### src/rtl/spi_master_ctrl.sv
// ---------------------------------------------------------------------------
// spi_master_ctrl
// Sequencing controller for the SPI master path, SPI mode 0 (CPOL=0, CPHA=0).
// Accepts a one-word transfer request and drives cs_n/sclk/mosi. It also
// generates the sampl_en strobe used by the external MISO shift register, and
// captures the received word internally.
//
// Parameters:
//   DATA_WIDTH : bits per transfer (>= 2)
//   CLK_DIV    : clk cycles per sclk half-period (>= 1)
//
// Ports:
//   clk, rst   : system clock, synchronous active-high reset
//   start      : transfer request, sampled only while idle
//   tx_data    : word to transmit, latched when start is accepted
//   busy       : high from the cycle after acceptance until done
//   done       : one-cycle completion pulse
//   rx_data    : received word, updated with done, otherwise held
//   sampl_en   : one-cycle strobe coinciding with each sclk rising edge
//   cs_n, sclk, mosi : SPI pins (outputs)
//   miso       : SPI data in, already synchronised
//
// Build option:
//   SPI_LSB_FIRST_EN : when defined, both mosi and the rx capture are LSB
//                      first. When undefined, both are MSB first.
// ---------------------------------------------------------------------------
module spi_master_ctrl #(
    parameter int unsigned DATA_WIDTH = 8,
    parameter int unsigned CLK_DIV    = 4
) (
    input  logic                  clk,
    input  logic                  rst,
    input  logic                  start,
    input  logic [DATA_WIDTH-1:0] tx_data,
    output logic                  busy,
    output logic                  done,
    output logic [DATA_WIDTH-1:0] rx_data,
    output logic                  sampl_en,
    output logic                  cs_n,
    output logic                  sclk,
    output logic                  mosi,
    input  logic                  miso
);

    localparam int unsigned CNT_W = (CLK_DIV > 1) ? $clog2(CLK_DIV) : 1;
    localparam int unsigned BIT_W = $clog2(DATA_WIDTH);
    localparam logic [CNT_W-1:0] CNT_LAST = CNT_W'(CLK_DIV - 1);
    localparam logic [BIT_W-1:0] BIT_LAST = BIT_W'(DATA_WIDTH - 1);

    typedef enum logic [1:0] {
        ST_IDLE,
        ST_SETUP,
        ST_XFER,
        ST_HOLD
    } state_e;

    state_e                  state_q, state_d;
    logic [CNT_W-1:0]        cnt_q, cnt_d;
    logic [BIT_W-1:0]        bit_q, bit_d;
    logic [DATA_WIDTH-1:0]   tx_q, tx_d;
    logic [DATA_WIDTH-1:0]   rx_q, rx_d;
    logic [DATA_WIDTH-1:0]   rx_data_q, rx_data_d;
    logic                    busy_q, busy_d;
    logic                    done_q, done_d;
    logic                    sampl_en_q, sampl_en_d;
    logic                    cs_n_q, cs_n_d;
    logic                    sclk_q, sclk_d;

    logic                    half_end;
    logic [CNT_W-1:0]        cnt_inc;
    logic [DATA_WIDTH-1:0]   tx_shift;
    logic [DATA_WIDTH-1:0]   rx_shift;

    // Half-period timing: the counter wraps at CLK_DIV-1 in every non-idle state
    assign half_end = (cnt_q == CNT_LAST);
    assign cnt_inc  = half_end ? '0 : cnt_q + CNT_W'(1);

    // Bit-order dependent shifters; mosi is always the outgoing end of tx_q
`ifdef SPI_LSB_FIRST_EN
    assign tx_shift = {1'b0, tx_q[DATA_WIDTH-1:1]};
    assign rx_shift = {miso, rx_q[DATA_WIDTH-1:1]};
    assign mosi     = tx_q[0];
`else
    assign tx_shift = {tx_q[DATA_WIDTH-2:0], 1'b0};
    assign rx_shift = {rx_q[DATA_WIDTH-2:0], miso};
    assign mosi     = tx_q[DATA_WIDTH-1];
`endif

    // State and datapath registers
    always_ff @(posedge clk) begin
        if (rst) begin
            state_q    <= ST_IDLE;
            cnt_q      <= '0;
            bit_q      <= '0;
            tx_q       <= '0;
            rx_q       <= '0;
            rx_data_q  <= '0;
            busy_q     <= 1'b0;
            done_q     <= 1'b0;
            sampl_en_q <= 1'b0;
            cs_n_q     <= 1'b1;
            sclk_q     <= 1'b0;
        end else begin
            state_q    <= state_d;
            cnt_q      <= cnt_d;
            bit_q      <= bit_d;
            tx_q       <= tx_d;
            rx_q       <= rx_d;
            rx_data_q  <= rx_data_d;
            busy_q     <= busy_d;
            done_q     <= done_d;
            sampl_en_q <= sampl_en_d;
            cs_n_q     <= cs_n_d;
            sclk_q     <= sclk_d;
        end
    end

    // Next-state and next-output logic
    always_comb begin
        state_d    = state_q;
        cnt_d      = cnt_q;
        bit_d      = bit_q;
        tx_d       = tx_q;
        rx_d       = rx_q;
        rx_data_d  = rx_data_q;
        busy_d     = busy_q;
        done_d     = 1'b0;
        sampl_en_d = 1'b0;
        cs_n_d     = cs_n_q;
        sclk_d     = sclk_q;

        unique case (state_q)
            ST_IDLE: begin
                cnt_d = '0;
                if (start) begin
                    tx_d    = tx_data;
                    bit_d   = '0;
                    cs_n_d  = 1'b0;
                    busy_d  = 1'b1;
                    sclk_d  = 1'b0;
                    state_d = ST_SETUP;
                end
            end

            ST_SETUP: begin
                cnt_d = cnt_inc;
                if (half_end) begin
                    state_d = ST_XFER;
                end
            end

            // sclk toggles at the end of each half-period; the final fall enters HOLD
            ST_XFER: begin
                cnt_d = cnt_inc;
                if (half_end) begin
                    if (!sclk_q) begin
                        sclk_d     = 1'b1;
                        sampl_en_d = 1'b1;
                        rx_d       = rx_shift;
                    end else begin
                        sclk_d = 1'b0;
                        if (bit_q == BIT_LAST) begin
                            state_d = ST_HOLD;
                        end else begin
                            bit_d = bit_q + BIT_W'(1);
                            tx_d  = tx_shift;
                        end
                    end
                end
            end

            ST_HOLD: begin
                cnt_d = cnt_inc;
                if (half_end) begin
                    cs_n_d    = 1'b1;
                    busy_d    = 1'b0;
                    done_d    = 1'b1;
                    rx_data_d = rx_q;
                    state_d   = ST_IDLE;
                end
            end

            default: begin
                state_d = ST_IDLE;
            end
        endcase
    end

    assign busy     = busy_q;
    assign done     = done_q;
    assign rx_data  = rx_data_q;
    assign sampl_en = sampl_en_q;
    assign cs_n     = cs_n_q;
    assign sclk     = sclk_q;

endmodule

### config.mk
export PLATFORM = sky130hd
export DESIGN_NAME = spi_master_ctrl
export DESIGN_NICKNAME = d
export VERILOG_FILES = /design/src/rtl/spi_master_ctrl.sv
export SDC_FILE = /design/constraint.sdc
export NUM_CORES = 1
export LEC_CHECK = 0
export ABC_AREA = 1
export CAP_MARGIN = 30
export CORE_UTILIZATION = 35
export CTS_CLUSTER_SIZE = 8
export DETAILED_ROUTE_END_ITERATION = 10
export HOLD_SLACK_MARGIN = 0.12
export SYNTH_ARGS = -nofsm -noshare
export SYNTH_HDL_FRONTEND = slang
export SYNTH_SLANG_ARGS = --single-unit
### constraint.sdc
create_clock -name clk -period 1.3 [get_ports clk]
set_input_delay 0.13 -clock clk [delete_from_list [all_inputs] [get_ports clk]]
set_output_delay 0.13 -clock clk [all_outputs]
set_load 0.03 [all_outputs]
==> results by group <==
Status
  – Status: finished with violations
  – Failing checks: setup timing

Logic synthesis
  – Synthesized area per cell: 7.24 um^2
  – Post-Synthesis Cell Area: roughly 1600 um^2
  – Top post-synthesis cells by area: dfxtp_1, nor2_1, nand2_1, ha_1, o21ai_0
  – Synth unique cells: 20
  – Post-Syn Nets: between 200 and 250
  – Synth Register Bits: 36
  – Cell taking the most area after synthesis: dfxtp_1
  – Sequential-to-total area share from yosys stat: between 40 and 50%
  – Yosys warnings: 0
  – Mapped Cells: approximately 220
  – Yosys top cell area share: between 40% and 50%

Clock network
  – CTS Buf Count: 5
  – Clk_lat worst skew: between 0.2 and 0.3 ns
  – Hold bufs inserted after CTS: 0
  – CTS tree: yes
  – CTS root buffer: clkbuf_8
  – Clk buf depth: 2
  – Clock Sinks: 36
  – Clock slew at reported path FFs: about 0.070 ns
  – CTS H-tree depth: 2

Worst setup path
  – Crit path buf inv count: 1
  – Crit path depth: 6
  – Crit path from: bit_q[0]
  – Worst R2R Setup Slack: -0.1 ns
  – Critical path's slowest cell: dfxtp_2
  – Worst-path fanout max: 4
  – Type of origin of the critical path: flip-flop
  – Worst path max stage delay: about 0.34 ns
  – R2R Path Start: bit_q[0]
  – CP required: 1.48 ns
  – Crit Path Class: reg -> reg
  – CP Capture Type: flip-flop
  – FF-to-FF End: state_q[0]
  – Crit path to: state_q[0]
  – Critical Path Most Common Cell: ha_4
  – Arr. time, crit path: ~1.6 ns
  – Family with the most delay on the worst path: compound AO/OA/AOI/OAI gates
  – Worst Reg2Reg Path Length in Cells: 6
  – Crit-path cells: ha_4 > ha_4 > o21ai_0 > inv_1 > a21oi_2 > nor2_1

Global routing
  – GR Layer Usage met3: around 3.8%
  – Met1 Use GR: about 20%
  – Largest net degree at the start of global routing: 34
  – Vias in the first global route: between 1000 and 1500
  – Met2 usage: roughly 27%
  – GRT busiest layer: met2
  – Initial antenna violation count: 0
  – Grt ovf: 0
  – First-pass GRT wire length: 6220 um
  – Gr usage total: between 10% and 20%

Route
  – Final wirelength: ~3600 um
  – DR vias: 1474
  – Wirelength per Cell: roughly 11 um
  – DRT Pass-1 Iters: 5
  – Final ANT Viol Nets: 0
  – Post-route DRC: 0
  – 1st-iter DRT viols: between 60 and 70
  – Vias/cell: 4.62

Pwr
  – Power density cells: around 2300 nW/um^2
  – Maximum vdd drop: 1270 uV
  – LEAKAGE: 1.09 nW

Layout
  – P&R area growth vs syn: 46.7%
  – Layout cell share with drive strength beyond 1: ~29%
  – Commonest non-fill, non-tap cells in the layout: nor2_1, dfxtp_1, nand2_1
  – Most common cell after layout, fill and taps aside: nor2_1
  – Antenna Cells: 0
  – Final Util: a little over half
  – Nets: 287

STA
  – Tmin final: roughly 1.4 ns
  – Relative slew slack: around four fifths
  – Fin Setup TNS: -0.399 ns
  – RSZ-0062 raised after global routing: yes
  – Slew Limit Fails: 0
  – Period utilisation layout: 107%
  – Final Hold Vio Count: 0
  – Final hold slack: around 0.40 ns
  – Worst-Margin Slew: about 0.31 ns
  – Fin Clk Skew: around 0.0085 ns
  – Setup violators final: 14
  – Final Worst Setup Slack: -0.0974 ns
  – F_max: approximately 720 MHz

Floorplanning
  – Chip height: 69.1 um
  – IO Pins: 26
  – Row count: 24
  – Core ar.: between 4000 and 5000 um^2
  – Die area: around 4800 um^2
  – Starting Density: between 30% and 40%
  – Die X-Extent: ~69 um

Job
  – Max Cap Viol: 0

Hold path
  – Hold/Removal Path Class: reg -> reg

Placed design
  – DP HPWL: 2120 um
  – Port Buffers: 25
  – Pre-CTS setup slack: -0.129 ns
  – Placer's final routability congestion estimate: around 0.78
## per-stage QoR
step / total power (W) / cells / area (um^2)
finish: 0.00528 / 319 / 2310
global route: 0.00574 / 319 / 2310
CTS: 0.00545 / 322 / 2320
detailed placement: 0.00370 / 306 / 2030
global placement: 0.00367 / 306 / 2030
floorplan: 0.00301 / 218 / 1600
## report_power, final
part           internal [W]  leakage (nW)  switching (W)
Sequential          0.00137         0.296       0.000192
Clock              0.000373        0.0479       0.000405
Combinational       0.00132         0.743        0.00161
## state kept, by name, summed over array words and instances, names as in the netlist
name,flops
rx_data,8
rx_q,8
tx_q,8
bit_q,3
cnt_q,2
state_q,2
busy,1
cs_n,1
done,1
sampl_en,1
sclk,1
## how the worst min path moves through the flow
stage	cells after the start	endpoint	slack, ns	startpoint
floorplan	1	done	0.20	rst
global placement	1	cnt_q[0]	0.41	cnt_q[0]
detailed placement	1	cnt_q[0]	0.41	cnt_q[0]
CTS	1	cnt_q[0]	0.42	cnt_q[0]
global route	1	cnt_q[0]	0.42	cnt_q[0]
finish	1	cnt_q[0]	0.40	cnt_q[0]
## cell families after synthesis
logic type / synth area share [%]
DFF: 45.7
AOI/OAI and AO/OA: 10.9
adders and majority gates: 7.14
and+or+nand+nor: 29.8
buffers and inverters: 6.50
## routing by layer
layer	vias up	part of all wire [%]
met4	0	2.7
met2	33	47
met3	10	4.0
met5	-	0
met1	655	46
li1	776	-
## what timing repair did
item / in CTS / in global routing
pin swaps: 0 / 14
gates cloned: 2 / 0
buffers inserted: 6 / 0
setup endpoints to repair: 40 / 31
gates resized for setup: 46 / 29
## area by class of cell
class / count / area (um^2)
tap: 52 / 65.1
sequential: 36 / 731
timing repair buffer: 48 / 433
inverter: 16 / 68.8
clock buffer: 5 / 68.8
clock inverter: 3 / 18.8
fill: 409 / 2040
multi-input combinational: 159 / 930
## cells in the mapped netlist
library cell / instances
inv_1: 12
nand2_1: 48
inv_2: 3
a21oi_1: 3
a31oi_1: 1
clkinv_1: 1
buf_4: 2
a21boi_0: 7
nand3_1: 5
clkbuf_1: 2
nor3_4: 1
nor3_1: 1
nor2_1: 65
buf_6: 1
o21bai_1: 1
buf_2: 1
o21ai_0: 18
ha_1: 9
buf_1: 1
dfxtp_1: 36
No activity file was read; power rests on OpenSTA's default activity.
